[src/rtl/fir_decim_sink.sv]
// Decimating sink for the FIR output stream: drops the settling transient, keeps
// every DECIM-th sample after it, and buffers kept samples in a first-word-fall-through FIFO.
module fir_decim_sink #(
    parameter int DECIM = 2,
    parameter int SKIP  = 19,
    parameter int DEPTH = 16
) (
    input  logic                           CLK,
    input  logic                           RSTn,
    input  logic                           In_valid,
    input  logic [0:15]                    In_data,
    output logic                           Out_valid,
    input  logic                           Out_ready,
    output logic [0:15]                    Out_data,
    output logic [0:$clog2(DEPTH+1)-1]     Count,
    output logic                           Overflow,
    output logic                           o_dbg_state
);

    localparam int CW = $clog2(DEPTH + 1);
    localparam int AW = $clog2(DEPTH);
    localparam int SW = (SKIP > 1) ? $clog2(SKIP) : 1;
    localparam int PW = (DECIM > 1) ? $clog2(DECIM) : 1;

    typedef enum logic {S_SKIP = 1'b0, S_RUN = 1'b1} state_t;
    localparam state_t S_INIT = (SKIP > 0) ? S_SKIP : S_RUN;

    state_t          r_state;
    state_t          w_state_nxt;
    logic [SW-1:0]   r_skip_cnt;
    logic [SW-1:0]   w_skip_nxt;
    logic [PW-1:0]   r_phase;
    logic [PW-1:0]   w_phase_nxt;
    logic [0:15]     r_mem [DEPTH];
    logic [AW-1:0]   r_wr_ptr;
    logic [AW-1:0]   r_rd_ptr;
    logic [CW-1:0]   r_count;
    logic            r_overflow;
    logic            w_keep;
    logic            w_full;
    logic            w_pop;
    logic            w_push;

    always_comb begin
        w_state_nxt = r_state;
        w_skip_nxt  = r_skip_cnt;
        w_phase_nxt = r_phase;
        w_keep      = 1'b0;
        case (r_state)
            S_SKIP: begin
                if (In_valid) begin
                    w_skip_nxt = r_skip_cnt + 1'b1;
                    if (r_skip_cnt == SW'(SKIP - 1)) begin
                        w_state_nxt = S_RUN;
                    end
                end
            end
            S_RUN: begin
                if (In_valid) begin
                    w_keep      = (r_phase == '0);
                    w_phase_nxt = (r_phase == PW'(DECIM - 1)) ? '0 : r_phase + 1'b1;
                end
            end
            default: w_state_nxt = S_INIT;
        endcase
    end

    // Reader handshake: a sample transfers on a posedge where Out_valid and Out_ready are
    // both high; Out_data is stable while Out_valid is high and Out_ready is low.
    assign w_full = (r_count == CW'(DEPTH));
    assign w_pop  = (r_count != '0) && Out_ready;
    assign w_push = w_keep && (!w_full || w_pop);

    always_ff @(posedge CLK) begin
        if (!RSTn) begin
            r_state    <= S_INIT;
            r_skip_cnt <= '0;
            r_phase    <= '0;
            r_wr_ptr   <= '0;
            r_rd_ptr   <= '0;
            r_count    <= '0;
            r_overflow <= 1'b0;
            for (int i = 0; i < DEPTH; i++) begin
                r_mem[i] <= '0;
            end
        end else begin
            r_state    <= w_state_nxt;
            r_skip_cnt <= w_skip_nxt;
            r_phase    <= w_phase_nxt;
            if (w_push) begin
                r_mem[r_wr_ptr] <= In_data;
                r_wr_ptr        <= r_wr_ptr + 1'b1;
            end
            if (w_pop) begin
                r_rd_ptr <= r_rd_ptr + 1'b1;
            end
            if (w_keep && !w_push) begin
                r_overflow <= 1'b1;
            end
            case ({w_push, w_pop})
                2'b10:   r_count <= r_count + 1'b1;
                2'b01:   r_count <= r_count - 1'b1;
                default: r_count <= r_count;
            endcase
        end
    end

    assign Out_valid   = (r_count != '0);
    assign Out_data    = r_mem[r_rd_ptr];
    assign Count       = r_count;
    assign Overflow    = r_overflow;
    assign o_dbg_state = r_state;

endmodule

[config.mk]
export PLATFORM = sky130hd
export DESIGN_NAME = fir_decim_sink
export DESIGN_NICKNAME = d
export VERILOG_FILES = /design/src/rtl/fir_decim_sink.sv
export SDC_FILE = /design/constraint.sdc
export NUM_CORES = 1
export LEC_CHECK = 0
export CAP_MARGIN = 20
export CORE_ASPECT_RATIO = 0.9
export CORE_MARGIN = 2
export CORE_UTILIZATION = 45
export DETAILED_ROUTE_END_ITERATION = 16
export HOLD_SLACK_MARGIN = 0.06
export PLACE_DENSITY_LB_ADDON = 0.25
export SKIP_LAST_GASP = 1
export SLEW_MARGIN = 20
export SYNTH_ARGS = -nofsm -noshare
export SYNTH_HDL_FRONTEND = slang
export SYNTH_SLANG_ARGS = --single-unit
[constraint.sdc]
create_clock -name CLK -period 2.61 [get_ports CLK]
set_clock_uncertainty 0.05 [all_clocks]
set_input_delay 0.261 -clock CLK [delete_from_list [all_inputs] [get_ports CLK]]
set_output_delay 0.261 -clock CLK [all_outputs]
set_load 0.005 [all_outputs]
### Word-level counts from Yosys, hierarchy flattened

Memory sizes are Yosys's and may differ from the RTL's. A register that Yosys moved wholly into a read port is not among the register bits.
Cells that the tools add are included.

* memories: 1
* register bits after elaboration: 21
* word-level logic and storage cells: 47
* output and inout bits: 24
* RAM bits: 256
* input bits: 20

Memories
* r_mem: words 16, width 16, read ports 1, clocked after Yosys merged registers in 1, write ports 16, RTL line 34 `logic [0:15] r_mem [DEPTH];`

* reductions and logical operators: 11
* mux-type cells: 16
* add/sub/neg operators: 6
* bitwise logic cells: 2
* equality and inequality tests: 4

Operator list (count)
* $mux W16: 1
* $reduce_or A16 Y1: 1
* $mux W4: 3
* $mux W1: 11
* $add A5 B1 Y5 const B: 2
* $eq A5 B5 Y1 const B: 2
* $pmux W5 S2: 1
* $add A4 B1 Y4 const B: 2
* $reduce_bool A5 Y1: 1
* $sub A5 B1 Y5 const B: 1
* $reduce_and A2 Y1: 2
* $logic_and A1 B1 Y1: 3
* $eq A2 B1 Y1 const B: 1
* $eq A2 B2 Y1 const B: 1
* $logic_not A1 Y1: 2
* $not A1 Y1: 2
* $reduce_bool A2 Y1: 1
* $add A1 B1 Y1 const B: 1
* $logic_or A1 B1 Y1: 1

### Logic depth before layout (Yosys ltp)

Gate-level depths: netlist of run 1.

* depth in word-level cells: 9
* mapped depth: 9
* mapped depth without buffers: 9

### Worst setup path after synthesis of run 1

Ideal clock, no wire load.

* kind: register to register
* from: register r_state (netlist: o_dbg_state)
* to: memory r_mem[14][0] in the netlist's numbering (enable)
* data arrival time: 2266 ps
* data required time: 2149 ps
* slack: -117 ps
* path buffers: 0
* stages on the path, launching flop included: 5
* path through: dfxtp_1 -> nand3b_1 -> a21oi_4 -> nand2_1 -> o21ai_0

RTL lines
* from (decl): RTL line 28 `state_t r_state;`
* from (signal assigned): RTL line 87 `r_state <= w_state_nxt;`
* to (decl): RTL line 34

==> key figures, run 1 <==
Outcome
  – Status: finished with violations
  – Violated checks: negative setup slack

Setup path
  – RR Endpoint: Count[0]$_SDFFE_PN0P_
  – Worst setup path end: Out_data[5]
  – R2r startpoint: Count[4]$_SDFFE_PN0P_
  – Crit path kind: flip-flop to primary output
  – Worst endpoint data arrival time: 2.50 ns
  – Setup crit end kind: primary output
  – Worst r2r path cells: 9
  – Worst-path maximum fanout: 7
  – Reg2reg setup slack: 0.43 ns
  – Cell Chain, Critical Path: buf_12 > buf_12 > buf_8 > mux4_2 > mux4_2 > buf_2
  – Crit path max-delay cell type: mux4_2
  – Slowest cell delay on critical path: 0.51 ns
  – Startpoint Class: flip-flop
  – WP data required: 2.30 ns

Placement
  – Routability Congestion: 0.749
  – Placed cell areas: 13,900 sq um
  – HPWL Detailed: 17,800 microns
  – # port buffers: 43

Layout
  – N_diodes: 0
  – Layout cells sized above 1: 23.1%
  – Multi-input gate area: 4010 sq um
  – Synth-to-Final Area Change: 18.6%
  – Post-route cell area: 14,900 sq um
  – Register area: 8200 sq um
  – Filler cells: 2,301
  – # nets final: 988

Power and ir drop
  – Leak: 4.81 nW
  – Internal cell power: 0.00784 W
  – Clk pwr share: 41.2%
  – Gate power share: 6.7%
  – Psw: 0.00208 W
  – Peak supply drop: 0.000462 V
  – Sequential power share: 52.1%
  – Power Density: 664 nW/um^2
  – Sw Share: 21.0%

Route
  – WL final: 32,400 microns
  – Routed len/inst: 24.2 microns
  – Initial DRC count: 883
  – Post-DRT Antenna Nets: 0
  – DR pass1 iterations: 5
  – Via count: 7,722
  – DR vias/cell: 5.76
  – DRC: 0

CTS
  – Clock insertion delay at the later pin of the skew report: 0.55 ns
  – Hold buffer count at cts: 0
  – CTS tree: done
  – TritonCTS Sinks: 281
  – Clk buf depth: 3
  – Clk Tree Root Cell: clkbuf_16
  – Worst-path clk slew: 0.06 ns
  – Htree depth: 1
  – Num CTS Buffers: 30

Synthesis
  – Area fraction of the dominant cell type after synthesis: 61.0%
  – Area contributors post-synth: edfxtp_1, nor2_1, mux4_1
  – Sequential element share of the synthesized area: 65.0%
  – Synth area leader: edfxtp_1
  – Post-synth EDFFs: 256
  – Mean Syn Cell Area: 14.4 sq um
  – Unique masters post-synth: 49
  – Top FF cell, synth: edfxtp_1
  – Ys async rst share: 0%
  – Cell Area, Synth: 12,600 sq um
  – Cell count after synthesis: 874
  – Seq cells post-synth: 281
  – Ys Warns: 0
  – Post-Syn Nets: 905

Global routing
  – Grt total ovfl: 0
  – Largest net degree at the start of global routing: 65
  – GRT Util Overall: 22.4%
  – First-pass GRT wire length: 48,500 microns
  – Vias in the first global route: 7,758
  – Initial antenna violation count: 0

STA
  – Final Slew Violations: 0
  – RSZ-0062 raised after global routing: true
  – Hold Fails Final Rpt: 0
  – Setup TNS: -1.79 ns
  – Max Clock Freq: 0.355 GHz
  – Period utilisation layout: 108%
  – Slew @ Worst Pin: 0.525 ns
  – Hold_ws: 0.424 ns
  – Final Critical Period: 2.81 ns
  – Setup ws final: -0.205 ns
  – Final setup fails: 15
  – Rel. slew slack: 64.8%

Die
  – # rows: 58
  – Initial Util: 45.5%
  – Die height: 163 microns
  – Core Region: 27,700 sq um
  – Die ar.: 29,400 sq um
  – Die Width: 180 microns
  – I/O pins: 44

Run
  – Max-cap violations: 0

Min path
  – Hold Crit Class: flip-flop to flip-flop
sequential cells by signal, summed over array words and instances, names as in the netlist, named ones only:
name	cells
Count	5
Overflow	1
o_dbg_state	1
r_mem	256
r_phase	1
r_rd_ptr	4
r_skip_cnt	5
r_wr_ptr	4
area by class of cell:
type / instances / area share, %
clock inverter: 9 / 0.536
sequential: 281 / 54.9
tap: 360 / 3.02
inverter: 9 / 0.226
clock buffer: 47 / 5.86
timing repair buffer: 108 / 8.65
multi-input combinational: 527 / 26.9
worst min-delay path by stage:
stage	start	to	slack [ns]	cells past startpoint
after floorplan	r_phase$_SDFFE_PN0P_	r_phase$_SDFFE_PN0P_	0.39	2
after global placement	r_phase$_SDFFE_PN0P_	r_phase$_SDFFE_PN0P_	0.40	2
after detailed placement	r_phase$_SDFFE_PN0P_	r_phase$_SDFFE_PN0P_	0.42	2
after CTS	r_phase$_SDFFE_PN0P_	r_phase$_SDFFE_PN0P_	0.43	2
after global routing	r_phase$_SDFFE_PN0P_	r_phase$_SDFFE_PN0P_	0.44	2
final	r_phase$_SDFFE_PN0P_	r_phase$_SDFFE_PN0P_	0.42	2
metrics by stage:
stage	worst slack, ns	std cells	power (W)	utilization (%)
finish	-0.205	1341	0.00992	53.9
CTS	-0.209	1339	0.00999	54.1
global route	-0.254	1341	0.0102	53.9
floorplan	-0.117	874	0.00556	-
detailed placement	0.0594	1266	0.00586	50.0
global placement	0.0685	1266	0.00585	50.0
placed cells by master (no fill, tap or decap), types with 3 or more instances in the layout:
cell type and instances:
xor2_1 6, buf_6 12, buf_2 7, clkbuf_8 4, nand3_1 4, mux2i_1 7
clkinvlp_4 3, clkbuf_1 12, nand2b_1 3, xnor2_1 5, clkbuf_16 31, inv_1 7
buf_4 29, o21ai_2 16, edfxtp_1 256, buf_12 28, ha_1 10, nand3_2 5
nand2_1 81, dfxtp_1 23, nor2b_1 5, nand4_1 3, mux4_1 9, mux4_2 71
nor2_1 274, a211oi_1 3, clkdlybuf4s50_1 27, clkinv_2 3
power groups by stage:
stage | clock (W) | combinational, W | sequential (W)
after floorplan | 0 | 0.000327 | 0.00523
after global placement | 0 | 0.000599 | 0.00525
after detailed placement | 0 | 0.000603 | 0.00526
after CTS | 0.00415 | 0.000673 | 0.00516
after global routing | 0.00434 | 0.000701 | 0.00518
final | 0.00408 | 0.000666 | 0.00517
kinds of logic after synthesis:
family                     count (synthesis)  synth area share [%]
adders and majority gates                 11                  1.15
xor gates and xnor gates                  11                 0.765
AOI/OAI and AO/OA                         33                  1.97
buffers and inverters                     66                  2.76
and+or+nand+nor                          385                  12.4
DFF                                      281                  65.0
muxes                                     87                  16.0
synth_stat cells (all sizes together) (3+ instances only):
master and count:
nor2 274, edfxtp 256, nand2 82, mux4 80
buf 39, dfxtp 25, clkbuf 18, o21ai 17
ha 10, nand3 9, inv 8, mux2i 7
xor2 6, nor2b 5, xnor2 5, a211oi 3
a31oi 3, nand2b 3, nand4 3
metal layers:
metal | GRT usage, % | vias up | wire, microns
met5 | 0 | - | 0
li1 | - | 3379 | -
met2 | 37.6 | 371 | 15800
met4 | 5.46 | 0 | 600
met1 | 30.6 | 3926 | 13300
met3 | 4.20 | 46 | 2680
repair_timing:
action,in CTS,in global routing
gates resized for setup,98,18
buffers inserted,15,5
endpoints found under the setup margin,16,16
gates cloned,3,0
worst max-delay path: cells and delay by family, from the launching register on:
kind / cells / cell delay, ns
multiplexers: 2 / 1.02
flip-flops: 1 / 0.37
buffers and inverters: 4 / 0.57
(Power assumes the default switching activity.)
==> inputs of run 2 (changes only) <==
--- a/config.mk
+++ b/config.mk
@@ -10,7 +10,7 @@
 export CORE_MARGIN = 2
 export CORE_UTILIZATION = 45
 export DETAILED_ROUTE_END_ITERATION = 16
-export HOLD_SLACK_MARGIN = 0.06
+export HOLD_SLACK_MARGIN = 0.1
 export PLACE_DENSITY_LB_ADDON = 0.25
 export SKIP_LAST_GASP = 1
 export SLEW_MARGIN = 20
==> results of run 2 <==
The final DEF is identical to that of run 1; final timing and power are the same.
==> inputs of run 3 (changes only) <==
==> constraint.sdc (replaced) <==
create_clock -name CLK -period 2.61 [get_ports CLK]
set_clock_uncertainty 0.05 [all_clocks]
set_input_delay 0.261 -clock CLK [delete_from_list [all_inputs] [get_ports CLK]]
set_output_delay 0.261 -clock CLK [all_outputs]
set_load 0.1 [all_outputs]
==> run 3 against run 2 <==
Cell count decreased by 1.0%. The run still ends with negative setup slack left. Clock-buffer cell count is 13 lower. Largest cell class unchanged. Sequential power barely moved.
==> key figures, run 3 (synthesized netlist as in run 1, its figures left out) <==
Outcome
  – Status: finished with violations
  – Violated checks: negative setup slack

CTS
  – Worst-path clk slew: 0.06 ns (about the same)
  – CTS tree: done
  – Clk buf depth: 3 (unchanged)
  – Htree depth: 1 (unchanged)
  – Clk Tree Root Cell: clkbuf_16
  – TritonCTS Sinks: 281 (unchanged)
  – Num CTS Buffers: 29 (-3.3%)
  – Clock insertion delay at the later pin of the skew report: 0.54 ns (about the same)

Global routing
  – First-pass GRT wire length: 48,900 microns (+0.88%)
  – Largest net degree at the start of global routing: 65 (unchanged)
  – GRT Util Overall: 22.1% (-0.33 points)
  – Initial antenna violation count: 0 (unchanged)
  – Grt total ovfl: 0 (unchanged)
  – Vias in the first global route: 7,647 (-1.4%)

Die
  – Initial Util: 45.5% (unchanged)
  – I/O pins: 44 (unchanged)
  – Core Region: 27,700 sq um (unchanged)
  – Die height: 163 microns (unchanged)
  – Die ar.: 29,400 sq um (unchanged)
  – Die Width: 180 microns (unchanged)
  – # rows: 58 (unchanged)

Power and ir drop
  – Pwr Total: 0.0100 W (+1.3%)
  – Leak: 4.80 nW (-0.19%)
  – Power Density: 668 nW/um^2 (+0.65%)
  – Peak supply drop: 0.000459 V (-0.53%)

Route
  – Via count: 7,630 (-1.2%)
  – DR pass1 iterations: 5 (unchanged)
  – Routed len/inst: 23.8 microns (-1.7%)
  – Post-DRT Antenna Nets: 0 (unchanged)
  – Initial DRC count: 927 (+5.0%)
  – DR vias/cell: 5.75 (-0.15%)
  – WL final: 31,500 microns (-2.8%)
  – DRC: 0 (unchanged)

Placement
  – Routability Congestion: 0.759 (+1.4%)
  – HPWL Detailed: 19,200 microns (+7.8%)
  – # port buffers: 43 (unchanged)

Layout
  – Leading cell types in the layout, fill and taps excluded: nor2_1, edfxtp_1, nand2_1, mux4_2, buf_12
  – N_diodes: 0 (unchanged)
  – Layout cells sized above 1: 24.3% (+1.2 points)
  – Top reg by flops: r_mem
  – Filler cells: 2,277 (-1.0%)
  – Synth-to-Final Area Change: 19.4%
  – # nets final: 976 (-1.2%)
  – Max reg flops: 256 (unchanged)
  – Commonest non-fill, non-tap cell in the layout: nor2_1

Setup path
  – Worst endpoint data arrival time: 2.57 ns (+0.07 ns)
  – Worst-path maximum fanout: 9 (+2)
  – WP data required: 2.30 ns (about the same)
  – Setup crit end kind: primary output
  – RR Endpoint: r_mem[14][9]$_SDFFCE_PN0P_
  – R2r startpoint: Count[1]$_SDFFE_PN0P_
  – Worst r2r path cells: 7 (-2)
  – Startpoint Class: flip-flop
  – Crit path kind: flip-flop to primary output
  – Reg2reg setup slack: 0.49 ns (+0.06 ns)

STA
  – Hold Fails Final Rpt: 0 (unchanged)
  – Setup ws final: -0.266 ns (-0.0613 ns)
  – Final Critical Period: 2.88 ns (+0.0613 ns)
  – Final Slew Violations: 0 (unchanged)
  – Rel. slew slack: 45.4% (-19 points)
  – Hold_ws: 0.428 ns (+0.00344 ns)
  – Period utilisation layout: 110% (+2.3 points)
  – Final setup fails: 16 (+1)
  – Slew @ Worst Pin: 0.817 ns (+0.292 ns)
  – RSZ-0062 raised after global routing: true
  – Max Clock Freq: 0.348 GHz (-2.1%)

Min path
  – Hold depth: 2 (unchanged)
  – Hold Path Origin: r_phase$_SDFFE_PN0P_
  – Hold Crit Class: flip-flop to flip-flop
  – Hold Crit Endpoint: r_phase$_SDFFE_PN0P_

Run
  – Max-cap violations: 0 (unchanged)
[run 3: cell types whose count changed in the layout (fill, tap and decap cells not counted), moves of 7 or more]
cell / delta
clkinv_1: +9
clkdlybuf4s50_1: -8
buf_2: -7
mux4_1: -7
buf_12: +11
clkbuf_1: -7
mux4_2: +7
[run 3: critical path, stage by stage, from the launching register on]
cell     delay (ns)
dfxtp_4        0.41
buf_4          0.14
buf_12         0.15
mux4_2         0.58
mux4_2         0.55
buf_12         0.20
[run 3: per-layer routing]
metal  track usage, %  wire length (microns)
met1             34.0                  13600
met2             33.9                  14600
met3             3.09                   2730
met5                0                      0
met4             4.62                    567
[run 3: final cells by class]
type	instances	area (sq um)	area share, %
clock inverter	19	160	1.06
sequential	281	8210	54.6
clock buffer	34	744	4.95
inverter	9	36.3	0.241
timing repair buffer	97	1410	9.40
multi-input combinational	527	4030	26.8
tap	360	450	2.99
[run 3: how the worst max path moves through the flow]
stage | end | depth (start not counted)
final | Out_data[6] | 5
after CTS | Out_data[6] | 5
after global placement | Count[0]$_SDFFE_PN0P_ | 9
after global routing | Out_data[6] | 5
after floorplan | Count[0]$_SDFFE_PN0P_ | 9
after detailed placement | Count[0]$_SDFFE_PN0P_ | 9
[run 3: through the flow]
stage	setup TNS, ns	worst slack, ns	util [%]	instance area, sq um	cells
after floorplan	-0.00478	-0.00478	-	12700	874
after global placement	0	0.202	50.6	14000	1262
after CTS	-3.77	-0.257	54.2	15000	1327
after detailed placement	0	0.197	50.6	14000	1262
final	-3.74	-0.266	54.3	15000	1327
after global routing	-4.39	-0.303	54.3	15000	1327
[run 3: timing repair]
item	in CTS	in global routing
pin swaps	0	0
resized for setup	50	1
setup buffers	7	0
setup endpoints to repair	16	16
gates cloned	6	0
hold buffers	0	0
[run 3: power by group]
group / switching (W) / leakage (nW) / internal (W) / total, W
clock network: 0.00168 / 0.437 / 0.00231 / 0.00399
registers: 0.0000716 / 2.65 / 0.00510 / 0.00517
logic: 0.000499 / 1.71 / 0.000387 / 0.000886
total: 0.00225 / 4.80 / 0.00780 / 0.0100
